### src/rtl/frc_timer_intc_pkg.sv
// Shared constants for the machine timer / external interrupt front end:
// register word addresses, CTRL bit positions and privilege encodings.
package frc_timer_intc_pkg;

    localparam logic [2:0] FRC_ADR_MTIME_LO    = 3'd0;
    localparam logic [2:0] FRC_ADR_MTIME_HI    = 3'd1;
    localparam logic [2:0] FRC_ADR_MTIMECMP_LO = 3'd2;
    localparam logic [2:0] FRC_ADR_MTIMECMP_HI = 3'd3;
    localparam logic [2:0] FRC_ADR_CTRL        = 3'd4;
    localparam logic [2:0] FRC_ADR_EIP         = 3'd5;

    localparam int CTRL_RUN  = 0;
    localparam int CTRL_EDGE = 1;

    localparam logic [63:0] MTIMECMP_RST = 64'hFFFF_FFFF_FFFF_FFFF;

    typedef enum logic [1:0] {
        U_MODE = 2'b00,
        S_MODE = 2'b01,
        M_MODE = 2'b11
    } priv_t;

endpackage

### src/rtl/frc_timer_intc_int_sync_edge.sv
// 2-FF synchroniser for an async interrupt line plus a level/edge pending latch with W1C.
// Level mode passes the synchronised line; edge mode latches a rising edge (set beats clear).
module frc_timer_intc_int_sync_edge (
    input  logic clk,
    input  logic rst_n,
    input  logic async_in,
    input  logic edge_mode,
    input  logic clr,
    output logic pending
);

    logic meta;
    logic ext_s;
    logic ext_d;
    logic edge_mode_d;
    logic latched;

    always_ff @(posedge clk or negedge rst_n) begin
        if (!rst_n) begin
            meta        <= 1'b0;
            ext_s       <= 1'b0;
            ext_d       <= 1'b0;
            edge_mode_d <= 1'b0;
            latched     <= 1'b0;
        end else begin
            meta        <= async_in;
            ext_s       <= meta;
            ext_d       <= ext_s;
            edge_mode_d <= edge_mode;
            // A mode change discards whatever was latched under the old mode.
            if (edge_mode != edge_mode_d) begin
                latched <= 1'b0;
            end else if (edge_mode && ext_s && !ext_d) begin
                latched <= 1'b1;
            end else if (edge_mode && clr) begin
                latched <= 1'b0;
            end
        end
    end

    assign pending = edge_mode ? latched : ext_s;

endmodule

### src/rtl/frc_timer_intc.sv
// Machine timer (prescaled 64-bit mtime vs mtimecmp) and external interrupt front end
// with a word-addressed register port; reads return one cycle after the strobe.
module frc_timer_intc
    import frc_timer_intc_pkg::*;
#(
    parameter int PRESCALE = 1,
    parameter int PSC_W    = 16
) (
    input  logic        clk,
    input  logic        rst_n,
    input  logic        reg_wr,
    input  logic        reg_rd,
    input  logic [2:0]  reg_adr,
    input  logic [31:0] reg_wdata,
    output logic [31:0] reg_rdata,
    output logic        reg_rvalid,
    input  logic        ext_int_in,
    input  logic        csr_mtie,
    input  logic        csr_meie,
    output logic        frc_cntr_val_leq,
    output logic        g_interrupt,
    output logic        g_interrupt_1shot,
    output logic [1:0]  g_interrupt_priv
);

    localparam logic [PSC_W-1:0] PSC_LAST = PSC_W'(PRESCALE - 1);

    logic [PSC_W-1:0] psc;
    logic [63:0]      mtime;
    logic [63:0]      mtimecmp;
    logic [31:0]      cmp_shadow;
    logic [31:0]      mtime_hi_snap;
    logic             run;
    logic             edge_mode;
    logic             pending;
    logic             g_interrupt_d;
    logic             wr_mtime_lo;
    logic             wr_mtime_hi;
    logic             tick;
    logic             eip_clr;
    logic [31:0]      rd_mux;

    assign wr_mtime_lo = reg_wr && (reg_adr == FRC_ADR_MTIME_LO);
    assign wr_mtime_hi = reg_wr && (reg_adr == FRC_ADR_MTIME_HI);
    assign tick        = run && (psc == PSC_LAST);
    assign eip_clr     = reg_wr && (reg_adr == FRC_ADR_EIP) && reg_wdata[0];

    always_ff @(posedge clk or negedge rst_n) begin
        if (!rst_n) begin
            psc        <= '0;
            mtime      <= '0;
            mtimecmp   <= MTIMECMP_RST;
            cmp_shadow <= '1;
            run        <= 1'b0;
            edge_mode  <= 1'b0;
        end else begin
            if (wr_mtime_lo || wr_mtime_hi) begin
                psc <= '0;
            end else if (run) begin
                psc <= tick ? '0 : psc + 1'b1;
            end
            // Software writes win over a coinciding increment; no carry into HI.
            if (wr_mtime_lo) begin
                mtime[31:0] <= reg_wdata;
            end else if (wr_mtime_hi) begin
                mtime[63:32] <= reg_wdata;
            end else if (tick) begin
                mtime <= mtime + 64'd1;
            end
            if (reg_wr) begin
                case (reg_adr)
                    FRC_ADR_MTIMECMP_LO: cmp_shadow <= reg_wdata;
                    FRC_ADR_MTIMECMP_HI: mtimecmp   <= {reg_wdata, cmp_shadow};
                    FRC_ADR_CTRL: begin
                        run       <= reg_wdata[CTRL_RUN];
                        edge_mode <= reg_wdata[CTRL_EDGE];
                    end
                    default: ;
                endcase
            end
        end
    end

    always_comb begin
        rd_mux = '0;
        case (reg_adr)
            FRC_ADR_MTIME_LO:    rd_mux = mtime[31:0];
            FRC_ADR_MTIME_HI:    rd_mux = mtime_hi_snap;
            FRC_ADR_MTIMECMP_LO: rd_mux = mtimecmp[31:0];
            FRC_ADR_MTIMECMP_HI: rd_mux = mtimecmp[63:32];
            FRC_ADR_CTRL:        rd_mux = {30'd0, edge_mode, run};
            FRC_ADR_EIP:         rd_mux = {31'd0, pending};
            default:             rd_mux = '0;
        endcase
    end

    always_ff @(posedge clk or negedge rst_n) begin
        if (!rst_n) begin
            reg_rdata     <= '0;
            reg_rvalid    <= 1'b0;
            mtime_hi_snap <= '0;
        end else begin
            reg_rvalid <= reg_rd;
            if (reg_rd) begin
                reg_rdata <= rd_mux;
                // LO read freezes HI so a following HI read is coherent with it.
                if (reg_adr == FRC_ADR_MTIME_LO) begin
                    mtime_hi_snap <= mtime[63:32];
                end
            end
        end
    end

    frc_timer_intc_int_sync_edge u_ext_sync (
        .clk       (clk),
        .rst_n     (rst_n),
        .async_in  (ext_int_in),
        .edge_mode (edge_mode),
        .clr       (eip_clr),
        .pending   (pending)
    );

    always_ff @(posedge clk or negedge rst_n) begin
        if (!rst_n) begin
            frc_cntr_val_leq <= 1'b0;
            g_interrupt      <= 1'b0;
            g_interrupt_d    <= 1'b0;
        end else begin
            frc_cntr_val_leq <= run && csr_mtie && (mtimecmp <= mtime);
            g_interrupt      <= pending && csr_meie;
            g_interrupt_d    <= g_interrupt;
        end
    end

    assign g_interrupt_1shot = g_interrupt && !g_interrupt_d;
    assign g_interrupt_priv  = M_MODE;

endmodule

### config.mk
export PLATFORM = sky130hd
export DESIGN_NAME = frc_timer_intc
export DESIGN_NICKNAME = d
export VERILOG_FILES = /design/src/rtl/frc_timer_intc_pkg.sv /design/src/rtl/frc_timer_intc_int_sync_edge.sv /design/src/rtl/frc_timer_intc.sv
export SDC_FILE = /design/constraint.sdc
export NUM_CORES = 1
export LEC_CHECK = 0
export BUFFER_PORTS_ARGS = -buffer_cell sky130_fd_sc_hd__buf_4
export CAP_MARGIN = 20
export CORE_UTILIZATION = 60
export CTS_CLUSTER_SIZE = 10
export DETAILED_ROUTE_END_ITERATION = 6
export PLACE_DENSITY = 0.79
export SLEW_MARGIN = 40
export SYNTH_ARGS = -nofsm -noshare
export SYNTH_HDL_FRONTEND = slang
export SYNTH_SLANG_ARGS = --single-unit
### constraint.sdc
create_clock -name clk -period 2.5 [get_ports clk]
set_input_delay 0.25 -clock clk [delete_from_list [all_inputs] [get_ports clk]]
set_output_delay 0.25 -clock clk [all_outputs]
set_load 0.01 [all_outputs]
Word-level counts from Yosys, hierarchy flattened
Cells that the tools add are included.
Storage, ports and cells
  flip-flop bits (word level): 251
  output and inout port bits: 38
  word-level logic and storage cells: 68
Operators by class
  add/sub/neg operators: 2
  magnitude comparators: 1
  equality and inequality tests: 7
  mux-type cells: 12
  bitwise logic cells: 1
  reductions and logical operators: 27
Operator list (number)
  one-hot mux 32 bit (6 select lines): 1
  2-to-1 mux 32 bit: 3
  adder 64 x 1 -> 64 bit, second input constant: 1
  <= comparator 64 bit: 1
  2-to-1 mux 64 bit: 1
  2-to-1 mux 16 bit: 3
  adder 16 x 1 -> 16 bit, second input constant: 1
  zero test 16 bit: 1
  logical AND 1 bit: 12
  AND reduction 2 bit: 6
  equality test 3 x 2 -> 1 bit, second input constant: 2
  equality test 3 bit, second input constant: 2
  nonzero test 2 bit: 3
  2-to-1 mux 1 bit: 4
  equality test 3 x 1 -> 1 bit, second input constant: 1
  zero test 3 bit: 1
  nonzero test 3 bit: 1
  zero test 1 bit: 2
  != test 2 bit, second input constant: 1
  logical OR 1 bit: 1
  != test 1 bit: 1
  inverter 1 bit: 1

Longest topological paths before layout
  depth in word-level cells: 7
  gate-level depth with buffers: 10
  gate-level depth less buffers: 8

Hierarchy
A second synthesis with hierarchy kept.
Second synthesis, totals
  cell total of the unflattened synthesis: 1323
  area, all modules: 13669.4 µm²
Modules (own cells, without submodules)
  frc_timer_intc: instances 1, cells an instance 1311, area each 13501.7 µm², sequential area each 6276.0 µm²
  frc_timer_intc_int_sync_edge: instances 1, cells an instance 12, area each 167.7 µm², sequential area each 125.1 µm²

Worst setup path before layout
OpenSTA, ideal clock, no wires.
  kind: register -> register
  from: reg psc[0]
  to: reg mtime[50]
  library setup time: 0.069 ns
  data arrival time: 2.129 ns
  path slack: 0.302 ns
  stages on the path, launching flop included: 10
  buffers on the path: 1
  clock period less this slack: 2.198 ns
  cell sequence: dfrtp_1 > inv_1 > ha_1 > nor4bb_1 > nand4_1 > buf_2 > a21oi_2 > nand2_1 > or4_1 > nand3_1
Between the ends
  cells in the longest elaborated chain, start to end: 4
RTL lines
  start, declared: line frc_timer_intc.sv:28  | logic [PSC_W-1:0] psc;
  start signal, assigned: line frc_timer_intc.sv:60  | psc <= tick ? '0 : psc + 1'b1;
  zero test 16 bit: line frc_timer_intc.sv:45  | assign tick = run && (psc == PSC_LAST);
  logical AND 1 bit: line frc_timer_intc.sv:45
  nonzero test 2 bit (no source line)
  AND reduction 2 bit (no source line)
  end signal, assigned: line frc_timer_intc.sv:66  | mtime[63:32] <= reg_wdata;
  end signal, assigned: line frc_timer_intc.sv:68  | mtime <= mtime + 64'd1;
  end, declared: line frc_timer_intc.sv:29  | logic [63:0] mtime;
Every way passes these cells.
A chain may end at the register's enable or synchronous reset.

Final worst setup path
  from: reg mtime[24]
  to: reg mtime[49]
Between the ends
  cells in the longest elaborated chain, start to end: 3
RTL lines
  start signal, assigned: line frc_timer_intc.sv:64  | mtime[31:0] <= reg_wdata;
  start signal, assigned: line frc_timer_intc.sv:68
  adder 64 x 1 -> 64 bit: line frc_timer_intc.sv:68
  2-to-1 mux 64 bit: line frc_timer_intc.sv:67  | end else if (tick) begin
  2-to-1 mux 32 bit: line frc_timer_intc.sv:65  | end else if (wr_mtime_hi) begin
Every way passes these cells. The select of a mux whose other input is x is not followed.

==> summary.md <==
| Metric | Value |
|---|---|
| Status | `finished, violations left` |
| Violated checks | `design-rule violations` |
| Worst skew pair latency | `0.55 ns` |
| Flop pwr share | `43.6%` |
| Worst slew pin tran | `between 0.6 and 0.7 ns` |
| CP Capture Type | `register` |
| Finished Layout Cells | `1727` |
| Critical path arrival | `2.89 ns` |
| Min Tclk post-route | `2.463 ns` |
| Type of the worst min-delay path | `in2reg` |
| Combinational Power Share | `30.6%` |
| Antenna diode count | `0` |
| Pin count of the biggest net entering global routing | `72` |
| VDD IR max | `0.6801 mV` |
| Port Buf Inserts | `77` |
| PwrDens | `927.3 nW/µm²` |
| Max clock buf depth | `3` |
| First-pass iteration count of the detailed router | `7` |
| Post-synth ARST share | `100.0%` |
| CP Max Fanout | `7` |
| Yosys cell types | `68` |
| Grt total ovfl | `0` |
| Fin Setup TNS | `0 ns` |
| DR iter-0 viols | `1120` |
| Relative slew margins | `53.31%` |
| Vias per cell | `6.730` |
| DR DRC count | `1` |
| Sequential area share after synthesis | `47.11%` |
| Area grow syn2layout | `17.79%` |
| Top post-synthesis cells by count | `dfrtp_1 (155), mux2_2 (132), inv_1 (100), dfstp_2 (96), a21oi_1 (73)` |
| Int Power | `9.626 mW` |
| Yosys warning count | `0` |
| Final core utilization | `72.67%` |
| CTS Sinks | `251` |
| Sw Ratio | `35.15%` |
| P_sw | `5.216 mW` |
| Synth top area cells | `dfrtp_1 (29%), dfstp_2 (19%), mux2_2 (11%), ha_1 (6.2%), inv_1 (2.8%)` |
| Critical path required time | `2.93 ns` |
| Most frequent cell after synthesis | `dfrtp_1` |
| Die Ht | `152.5 µm` |
| Initial Utilization | `61.69%` |
| Clk slew on worst S/H paths | `0.06 ns` |
| WS Path Type | `reg2reg` |
| Full die area | `23250 µm²` |
| Number of core rows | `54` |
| Fillers | `between 1500 and 2000` |
| H-tree levels | `1` |
| Setup crit start kind | `register` |
| DR WL/cell | `22.81 µm` |
| GP Congestion | `0.9336` |
| Synthesized area | `13590 µm²` |
| Post-Place Cells | `1639` |
| Peak Freq | `between 0.4 and 0.5 GHz` |
| FF+latch count, synth | `251` |
| Vias in the first global route | `11700` |
| GR Util All Layers | `about a third` |
| Maxcap violations | `0` |
| Post-layout nets | `between 1500 and 2000` |
| DR vias | `11620` |
| Die X | `between 150 and 200 µm` |
| First-pass GRT wire length | `63510 µm` |
| I/O Pins | `80` |
| Clock share of power | `25.8%` |
| Post-DP HPWL | `approximately 27000 µm` |
| Synth top area share | `~29%` |
| Synth Flop Type | `dfrtp_1` |
| Final wirelength | `roughly 39000 µm` |
| Reg2reg start | `mtime[24]$_DFFE_PN0P_` |
| Period utilisation layout | `roughly 99%` |
| Pins Over Slew Limit | `0` |
| Post-Syn Instances | `1296` |
| Leakage | `between 6 and 7 nW` |
| Final setup vio count | `0` |
| CTS buffer count | `29` |
| Final ANT Viol Nets | `0` |
| Initial antenna violation count | `0` |
| Layout cells sized above 1 | `29.37%` |
| Post-synth top area cell | `dfrtp_1` |
| Fin. Hold Viols | `0` |
| Number of flops mapped to enable cells by yosys | `0` |
| Core footprint | `22030 µm²` |
| Root Driver | `clkbuf_16` |
| Mean post-synth cell area | `10.48 µm²` |
| CTS tree | `yes` |
| CP startpoint | `mtime[24]$_DFFE_PN0P_` |
| Min-delay src | `reg_wdata[0]` |
| Clock skew | `0.01299 ns` |
-- power groups by stage --
stage	combinational (mW)	sequential, mW	clock [mW]
2_1_floorplan	2.90	6.15	0
6_report	4.54	6.47	3.84
3_5_place_dp	4.35	6.47	0
5_1_grt	4.99	6.61	4.03
4_1_cts	4.43	6.43	3.88
3_3_place_gp	4.17	6.41	0
-- layout by cell type (no fill, tap or decap), types with 17 or more instances in the layout --
cell type	n
dfrtp_1	154
and3_1	17
o21ai_0	41
nand4_1	32
nand2_1	70
o22ai_1	54
nor3_1	18
mux2_2	132
ha_1	67
nand3_1	49
inv_1	100
a221oi_1	31
a22oi_1	28
a21oi_1	73
clkbuf_16	29
dlygate4sd3_1	33
clkbuf_1	22
a22o_1	30
dfstp_2	96
buf_4	132
nor2_1	49
-- repair_timing --
| item | CTS | global route |
|---|---|---|
| gates cloned | 0 | 0 |
| hold endpoints to repair | 111 | 0 |
| setup buffers | 0 | 1 |
| pin swaps | 0 | 1 |
| hold buffers | 33 | 0 |
| resized for setup | 1 | 7 |
| setup endpoints to repair | 4 | 42 |
-- registers in the layout (all words and copies together) (netlist names), 16 cells and up --
name / cells
mtime: 64
mtimecmp: 64
cmp_shadow: 32
mtime_hi_snap: 32
reg_rdata: 32
psc: 16
-- worst max-delay path, stage by stage, from the launching register on --
cell and delay, ns:
dfrtp_1 0.54, nand4_4 0.22, nor4_4 0.36, buf_4 0.20, nand3_1 0.10, nor4_1 0.46, a211oi_1 0.17, a211o_1 0.29
-- cell families (layout without fill, tap and decap cells) --
kind of cell	after synthesis	in the layout	share of synthesized area, %
other	1	2	0.02760
AOI/OAI and AO/OA	346	346	17.56
and+or+nand+nor	307	307	12.15
xor gates and xnor gates	13	13	0.8379
adders and majority gates	67	67	6.169
muxes	135	135	11.16
buffers and inverters	176	326	4.991
DFF	251	251	47.11
-- final timing paths --
| path | end | slack [ns] | depth (start not counted) |
|---|---|---|---|
| worst min register to register | u_ext_sync.ext_s$_DFF_PN0_ | 0.38 | 0 |
| min in group asynchronous | reg_rdata[31]$_DFFE_PN0P_ | 0.28 | 2 |
| max in group asynchronous | mtimecmp[53]$_DFFE_PN1P_ | 1.42 | 3 |
| worst max-delay path | mtime[49]$_DFFE_PN0P_ | 0.04 | 7 |
| worst max register to register | mtime[49]$_DFFE_PN0P_ | 0.04 | 7 |
| worst min-delay path | run$_DFFE_PN0P_ | 0.02 | 2 |
-- cell type report --
type                            count  area (µm²)  area share, %
Multi-Input combinational cell    870        6576          41.09
Sequential cell                   251        6402          40.00
Timing Repair Buffer              172        1456          9.099
Clock buffer                       53       835.8          5.222
Inverter                          100       375.4          2.345
Tap cell                          280       350.3          2.189
Clock inverter                      1       8.758        0.05472
-- routing by layer --
layer / wire [µm] / part of all wire [%] / vias to the layer above / GRT usage, %
met3: 3400 / 8.6 / 136 / 6.030
met4: 1537 / 3.9 / 0 / 13.32
met1: 16150 / 41 / 5742 / 48.08
met5: 0 / 0 / - / 0
met2: 18300 / 46 / 614 / 54.38
li1: - / - / 5130 / -
-- per-stage QoR --
step	hold WS (ns)	power, mW	instance area (µm²)	worst slack [ns]
2_1_floorplan	-0.04559	9.049	13590	0.3016
6_report	0.01550	14.84	16010	0.03684
3_3_place_gp	0.2533	10.58	14790	0.06244
3_5_place_dp	0.2603	10.82	14790	-0.06489
4_1_cts	0.006380	14.73	15970	0.002890
5_1_grt	0.01997	15.63	16010	-0.05438
Power figures use the tool's default switching activity.
